[config.mk]
export PLATFORM = sky130hd
export DESIGN_NAME = qspi_rx_packer
export DESIGN_NICKNAME = d
export VERILOG_FILES = /design/src/rtl/qspi_rx_packer.sv
export SDC_FILE = /design/constraint.sdc
export NUM_CORES = 1
export LEC_CHECK = 0
export ABC_AREA = 1
export CAP_MARGIN = 20
export CORE_ASPECT_RATIO = 0.9
export CORE_MARGIN = 2
export CORE_UTILIZATION = 45
export DETAILED_ROUTE_END_ITERATION = 6
export PLACE_DENSITY = 0.7
export SYNTH_ARGS = -nofsm -noshare
export SYNTH_HDL_FRONTEND = slang
export SYNTH_SLANG_ARGS = --single-unit
[constraint.sdc]
create_clock -name clk -period 4.5 [get_ports clk]
set_input_delay 0.45 -clock clk [delete_from_list [all_inputs] [get_ports clk]]
set_output_delay 0.45 -clock clk [all_outputs]
set_load 0.05 [all_outputs]
[src/rtl/qspi_rx_packer.sv]
// QSPI receive packer: gathers bytes little-endian into WIDTH-bit
// words and pushes them to the RX FIFO, flagging bytes lost to backpressure.
module qspi_rx_packer #(
  parameter int WIDTH = 32
) (
  input  logic             clk,
  input  logic             resetn,
  input  logic             start_i,
  input  logic             byte_valid_i,
  input  logic [7:0]       byte_data_i,
  input  logic             last_i,
  output logic             byte_ready_o,
  input  logic             fifo_full_i,
  output logic             fifo_wr_en_o,
  output logic [WIDTH-1:0] fifo_wr_data_o,
  output logic             overflow_o,
  input  logic             clr_ovf_i,
  output logic             busy_o,
  output logic             done_o,
  output logic [15:0]      rx_count_o
);

  localparam int NB = WIDTH / 8;
  localparam int IW = (NB > 1) ? $clog2(NB) : 1;

  typedef enum logic [1:0] {
    S_IDLE,
    S_COLLECT,
    S_PUSH
  } state_t;

  state_t           r_state;
  state_t           w_state_nxt;
  logic [WIDTH-1:0] r_acc;
  logic [IW-1:0]    r_idx;
  logic [WIDTH-1:0] r_wdata;
  logic             r_last;
  logic             r_ovf;
  logic             r_done;
  logic [15:0]      r_cnt;

  logic             w_ready;
  logic             w_accept;
  logic             w_drop;
  logic             w_wr;
  logic             w_complete;
  logic [WIDTH-1:0] w_base_acc;
  logic [IW-1:0]    w_base_idx;
  logic [15:0]      w_base_cnt;
  logic [WIDTH-1:0] w_merged;

  // Handshake decode: a start always makes room for a fresh byte.
  always_comb begin
    w_ready  = (r_state != S_PUSH) || start_i;
    w_accept = byte_valid_i && w_ready;
    w_drop   = byte_valid_i && !w_ready;
    w_wr     = (r_state == S_PUSH) && !fifo_full_i && !start_i;
  end

  // Merge the incoming byte into the (possibly start-cleared) accumulator.
  always_comb begin
    w_base_acc = start_i ? '0 : r_acc;
    w_base_idx = start_i ? '0 : r_idx;
    w_base_cnt = start_i ? '0 : r_cnt;
    w_merged   = w_base_acc;
    for (int k = 0; k < NB; k++) begin
      if (w_base_idx == IW'(k)) begin
        w_merged[8*k +: 8] = byte_data_i;
      end
    end
    w_complete = w_accept &&
                 ((w_base_idx == IW'(NB - 1)) || last_i);
  end

  // Next-state selection; start aborts, an accepted byte overrides.
  always_comb begin
    w_state_nxt = r_state;
    if (w_wr) begin
      w_state_nxt = S_IDLE;
    end
    if (start_i) begin
      w_state_nxt = S_IDLE;
    end
    if (w_accept) begin
      w_state_nxt = w_complete ? S_PUSH : S_COLLECT;
    end
  end

  // State register.
  always_ff @(posedge clk or negedge resetn) begin
    if (!resetn) begin
      r_state <= S_IDLE;
    end else begin
      r_state <= w_state_nxt;
    end
  end

  // Accumulator, lane index, pending word and its last flag.
  always_ff @(posedge clk or negedge resetn) begin
    if (!resetn) begin
      r_acc   <= '0;
      r_idx   <= '0;
      r_wdata <= '0;
      r_last  <= 1'b0;
    end else begin
      if (start_i) begin
        r_acc   <= '0;
        r_idx   <= '0;
        r_wdata <= '0;
        r_last  <= 1'b0;
      end
      if (w_accept) begin
        if (w_complete) begin
          r_wdata <= w_merged;
          r_acc   <= '0;
          r_idx   <= '0;
          r_last  <= last_i;
        end else begin
          r_acc <= w_merged;
          r_idx <= w_base_idx + 1'b1;
        end
      end
    end
  end

  // Saturating count of bytes accepted since the last start.
  always_ff @(posedge clk or negedge resetn) begin
    if (!resetn) begin
      r_cnt <= '0;
    end else if (w_accept) begin
      r_cnt <= (w_base_cnt == 16'hFFFF) ? 16'hFFFF
                                        : w_base_cnt + 16'd1;
    end else if (start_i) begin
      r_cnt <= '0;
    end
  end

  // Sticky overflow (a new drop beats clear) and end-of-transfer pulse.
  always_ff @(posedge clk or negedge resetn) begin
    if (!resetn) begin
      r_ovf  <= 1'b0;
      r_done <= 1'b0;
    end else begin
      if (w_drop) begin
        r_ovf <= 1'b1;
      end else if (clr_ovf_i) begin
        r_ovf <= 1'b0;
      end
      r_done <= w_wr && r_last;
    end
  end

  assign byte_ready_o   = w_ready;
  assign fifo_wr_en_o   = w_wr;
  assign fifo_wr_data_o = r_wdata;
  assign overflow_o     = r_ovf;
  assign busy_o         = (r_state != S_IDLE);
  assign done_o         = r_done;
  assign rx_count_o     = r_cnt;

endmodule

==> impl_metrics.toml, run 1 <==
[clocking]
clock-sinks = 87
cts_tree = "built"
cts-root-buf = "clkbuf_8"
cts.reportedPaths.clkPinSlew_ns = 0.09
cts_buffer_depth = 2
h-tree-depth = 3
cts_buffers = 9
worstSkewPairLatency_ns = 0.36

[detailed_routing]
wl_per_cell_um = 14.74
route.detailed.drc = 0
drtPass1Iterations = 4
antenna_left = 0
first_iter_violations = 203
wl_um = 9843
viasPerCell = 5.284
num_vias = 3530

[placement]
port_buffers = 67
hpwl_um = 6468
pre_cts_slack_ns = 0.8787
gp_congestion = 0.8505
place_area_um2 = 5060

[global_route]
grt_pass1_vias = 3338
grt_start_max_net_pins = 88
grt_overflow = 0
antenna_found_initial = 0
grt.total_usage_pct = 19.62
grt_pass1_wl_um = 16530

[timing]
drv_slew = 0
timing.hold.ws_ns = 0.4835
setup_ws_ns = 1.233
skew_ns = 0.01253
hold_viol_final = 0
max_freq_mhz = 306.1
min_period_ns = 3.267
setup_tns_ns = 0
rsz0062_at_grt = "no"
finalSetupViolCount = 0
relSlewSlack_pct = 51.64
tightest_slew_ns = 0.7246
fin_crit_sh_pct = 72.60

[pwr]
powerDensity_nw_per_um2 = 305.3
ir_drop_uv = 154.1
leakagePower_nw = 2.363

[die]
row_count = 34
die_h_um = 98.17
dieArea_um2 = 10660
io_pins = 68
chipWidth_um = 108.6
initial_core_util_pct = 46.12
coreArea_um2 = 9614

[outcome]
outcome = "complete, no violations"

[synth]
syn_nets = 504
yosysWarnings = 0
ys_ff_latch = 87
synth.distinct_cells = 33
ys.flop_type = "dfrtp_1"
synth-async-reset-ratio_pct = 100.0
ys_seq_area_share_pct = 49.10
syn_area_um2 = 4434
syn_avg_cell_area_um2 = 9.162
syn_inst = 484
synth_edf_count = 0

[setup_path]
crit_type = "in2out"
crit_buf_inv = 3
cp.required_ns = 4.05
critPathArrivalTime_ns = 2.82
slowest_delay_ns = 0.81
crit_path_start_kind = "input port"
cp_max_fo = 86
slowest_stage = "clkdlybuf4s50_1"
cp-end-kind = "output port"
path_common_cell = "clkdlybuf4s50_1"
cp_cell_sequence = "clkdlybuf4s50_1, inv_8, nand3_4, nor2_1, clkdlybuf4s50_1"
cp_top_family = "buffers and inverters"

[cells_and_area]
seq_area_um2 = 2177
multiInputGateArea_um2 = 1908
antenna_cells = 0
layout-drive-gt1-share_pct = 17.53
mostFrequentLayoutCells = "nand2_1, dfrtp_1, clkdlybuf4s50_1"
syn_to_final_growth_pct = 19.22
stdcell_area_um2 = 5286
nFillCells = 918
final_nets = 557
final_common_cell = "nand2_1"

[hold_path]
min_path_type = "in2async"

[job]
max_cap_viol_count = 0
==> Yosys cell counts, types with 2 or more instances <==
master / instances / area share (%)
nand2_1: 110 / 9.3
dfrtp_1: 87 / 49
o21ai_0: 38 / 4.3
o22ai_1: 34 / 4.8
nand3_1: 33 / 3.7
nand3_2: 33 / 7.4
inv_1: 31 / 2.6
nor2_1: 27 / 2.3
o21ai_2: 24 / 4.7
buf_2: 11 / 1.2
o21ai_1: 9 / 1.0
clkbuf_1: 7 / 0.59
nand2_2: 6 / 0.85
buf_6: 5 / 1.3
ha_1: 5 / 1.4
nor2_2: 4 / 0.56
buf_8: 3 / 1.0
o21bai_1: 2 / 0.34
==> area by class of cell <==
cell class                      instances  share of cell area [%]
Clock inverter                          6                  0.9704
Multi-Input combinational cell        335                   36.09
Timing Repair Buffer                   71                   13.63
Sequential cell                        87                   41.18
Tap cell                              126                   2.982
Inverter                               33                   2.533
Clock buffer                           10                   2.604
==> repair_timing <==
| action | CTS | global route |
|---|---|---|
| endpoints found under the hold margin | 0 | 12 |
| buffers inserted | 0 | 0 |
| hold buffers | 0 | 1 |
| gates resized for setup | 0 | 0 |
==> metrics by stage <==
step                      utilization, %  instances  total power, mW
after floorplan                        -        484            1.020
after global placement             52.63        650            1.097
after detailed placement           52.63        650            1.101
after CTS                          54.59        666            1.619
after global routing               54.98        668            1.681
final                              54.98        668            1.614
==> state kept, by name, indices dropped and copies added (netlist names) <==
register and flops:
done_o 1, r_acc 32, r_idx 2, overflow_o 1, fifo_wr_data_o 32, r_state 2, r_last 1, rx_count_o 16
==> per-layer routing <==
metal | share of wire [%] | global-route usage (%)
met5 | 0 | 0
met4 | 1.5 | 6.805
met3 | 4.5 | 3.071
met2 | 48 | 29.57
met1 | 46 | 28.74
==> power by group <==
group / total (mW) / internal, mW / leakage [nW] / switching [mW]
clock: 0.525 / 0.223 / 0.0935 / 0.303
combinational: 0.263 / 0.0770 / 1.08 / 0.186
sequential: 0.826 / 0.810 / 1.19 / 0.0157
==> worst paths after layout <==
check | from | endpoint | slack [ns] | cells after the start
worst max register to register | r_idx[0]$_DFF_PN0_ | r_idx[0]$_DFF_PN0_ | 2.19 | 6
max in group asynchronous | resetn | fifo_wr_data_o[1]$_DFF_PN0_ | 3.40 | 3
worst min register to register | fifo_wr_data_o[30]$_DFF_PN0_ | fifo_wr_data_o[30]$_DFF_PN0_ | 0.52 | 2
worst min-delay path | resetn | rx_count_o[9]$_DFF_PN0_ | 0.48 | 2
min in group clk | fifo_wr_data_o[30]$_DFF_PN0_ | fifo_wr_data_o[30]$_DFF_PN0_ | 0.52 | 2
worst max-delay path | start_i | fifo_wr_en_o | 1.23 | 5
==> worst register-to-register path, cell delays in order (launching register included) <==
cell,delay [ns]
dfrtp_1,0.38
nand2_1,0.11
inv_1,0.10
ha_1,0.24
inv_1,0.33
nand3_2,0.67
o21ai_0,0.39
==> logic make-up (layout without fill, tap and decap cells) <==
kind of cell	count (synthesis)	count (layout)	synth area share [%]
AO/OA/AOI/OAI	109	109	15.72
flip-flops	87	87	49.10
buffers and inverters	62	120	7.872
AND/OR/NAND/NOR	221	221	25.90
adder cells (fa/ha/maj)	5	5	1.411
(Power assumes the default switching activity.)
==> inputs of run 2 (changes only) <==
Clock period 4.5 ns to 3.05 ns, I/O delays scaled along.
==> impl_metrics.toml, run 2 (synthesized netlist as in run 1, its figures left out) <==
[cells_and_area]
syn_to_final_growth_pct = 20.63
mostFrequentLayoutCells = "nand2_1, dfrtp_1, clkdlybuf4s50_1"
stdcell_count = 673
multiInputGateArea_um2 = 1908
seq_area_um2 = 2177
antenna_cells = 0
final_nets = 562
layout-drive-gt1-share_pct = 18.46
final_util_pct = 55.64
final_common_cell = "nand2_1"
nFillCells = 915

[clocking]
cts.reportedPaths.clkPinSlew_ns = 0.09
postCtsHoldBufs = 0
cts-root-buf = "clkbuf_8"
postCtsResizedCells = 0
worstSkewPairLatency_ns = 0.36
clock-sinks = 87
cts_buffers = 9
cts_setup_buffers = 0
cts_buffer_depth = 2
h-tree-depth = 3
cts_tree = "built"

[detailed_routing]
route.detailed.drc = 0
drtPass1Iterations = 5
wl_um = 9925
first_iter_violations = 204
num_vias = 3598
antenna_left = 0
viasPerCell = 5.346
wl_per_cell_um = 14.75

[timing]
drv_slew = 0
finalSetupViolCount = 0
fin_crit_sh_pct = 74.74
rsz0062_at_grt = "no"
hold_viol_final = 0
timing.hold.ws_ns = 0.4565
skew_ns = 0.008910
tightest_slew_ns = 0.5198
relSlewSlack_pct = 65.35
max_freq_mhz = 438.7
setup_tns_ns = 0
min_period_ns = 2.279

[pwr]
power.internal_mw = 1.706
ir_drop_uv = 310.1
comb_power_share_pct = 16.3
clockPowerShare_pct = 34.0
p_switching_mw = 0.7440
swShare_pct = 30.37
powerDensity_nw_per_um2 = 458.0
leakagePower_nw = 2.403
seq_power_share_pct = 49.7
power_mw = 2.450

[setup_path]
cp-end-kind = "output port"
cp.required_ns = 2.74
cp_max_fo = 20
crit_path_start_kind = "input port"
critPathArrivalTime_ns = 1.97
crit_type = "in2out"

[die]
die_h_um = 98.17
chipWidth_um = 108.6
row_count = 34
dieArea_um2 = 10660
initial_core_util_pct = 46.12
coreArea_um2 = 9614
io_pins = 68

[global_route]
grt_start_max_net_pins = 88
antenna_found_initial = 0
grt_overflow = 0
grt_pass1_wl_um = 16300
grt.total_usage_pct = 19.54
grt_pass1_vias = 3294

[placement]
dp_cells = 655
gp_congestion = 0.8408
hpwl_um = 6547
port_buffers = 67

[outcome]
outcome = "complete, no violations"

[job]
max_cap_viol_count = 0

[hold_path]
min_path_type = "in2async"
[run 2: cell types whose count changed in the layout (fill, tap and decap cells not counted)]
cell and change:
clkinv_2 +1, buf_12 +1, inv_8 +1, bufinv_16 +1
buf_4 +5, clkbuf_8 -1, clkinv_4 -2, clkdlybuf4s50_1 -1
[run 2: cell type report]
| type | count | share of cell area (%) |
|---|---|---|
| flip-flops and latches | 87 | 40.70 |
| clock inverters | 7 | 1.497 |
| clock buffers | 9 | 2.316 |
| repair buffers | 76 | 14.36 |
| inverters | 33 | 2.503 |
| well taps | 126 | 2.947 |
| multi-input cells | 335 | 35.67 |
[run 2: path summary, 6_finish.rpt]
check / from / cells past startpoint / slack, ns / to
min in group clk: fifo_wr_data_o[27]$_DFF_PN0_ / 2 / 0.52 / fifo_wr_data_o[27]$_DFF_PN0_
setup / recovery: start_i / 4 / 0.77 / byte_ready_o
hold / removal: resetn / 2 / 0.46 / done_o$_DFF_PN0_
max in group asynchronous: resetn / 3 / 1.98 / r_acc[12]$_DFF_PN0_
hold reg to reg: fifo_wr_data_o[27]$_DFF_PN0_ / 2 / 0.52 / fifo_wr_data_o[27]$_DFF_PN0_
setup reg to reg: rx_count_o[1]$_DFF_PN0_ / 8 / 1.15 / rx_count_o[6]$_DFF_PN0_
[run 2: stage by stage]
step | instance area [µm²] | setup WS (ns)
floorplan | 4434 | 0.8655
finish | 5349 | 0.7705
CTS | 5311 | 0.7741
global placement | 5107 | 0.6238
global route | 5349 | 0.7161
detailed placement | 5107 | 0.5365
[run 2: power groups by stage]
stage,Sequential [mW],Clock [mW],Combinational [mW]
floorplan,1.32,0,0.187
global placement,1.24,0,0.389
detailed placement,1.24,0,0.394
CTS,1.22,0.856,0.395
global route,1.22,0.903,0.431
finish,1.22,0.833,0.399
[run 2: worst max-delay path: stages]
cell,delay [ns]
clkdlybuf4s50_1,0.58
inv_8,0.11
nand3_4,0.13
clkdlybuf4s50_1,0.83
[run 2: routing by layer]
metal | vias to the layer above | GRT usage [%] | share of wire, %
li1 | 1773 | - | -
met1 | 1724 | 28.69 | 47
met2 | 91 | 28.85 | 47
met3 | 10 | 2.804 | 4.4
met4 | 0 | 8.185 | 1.5
met5 | - | 0 | 0
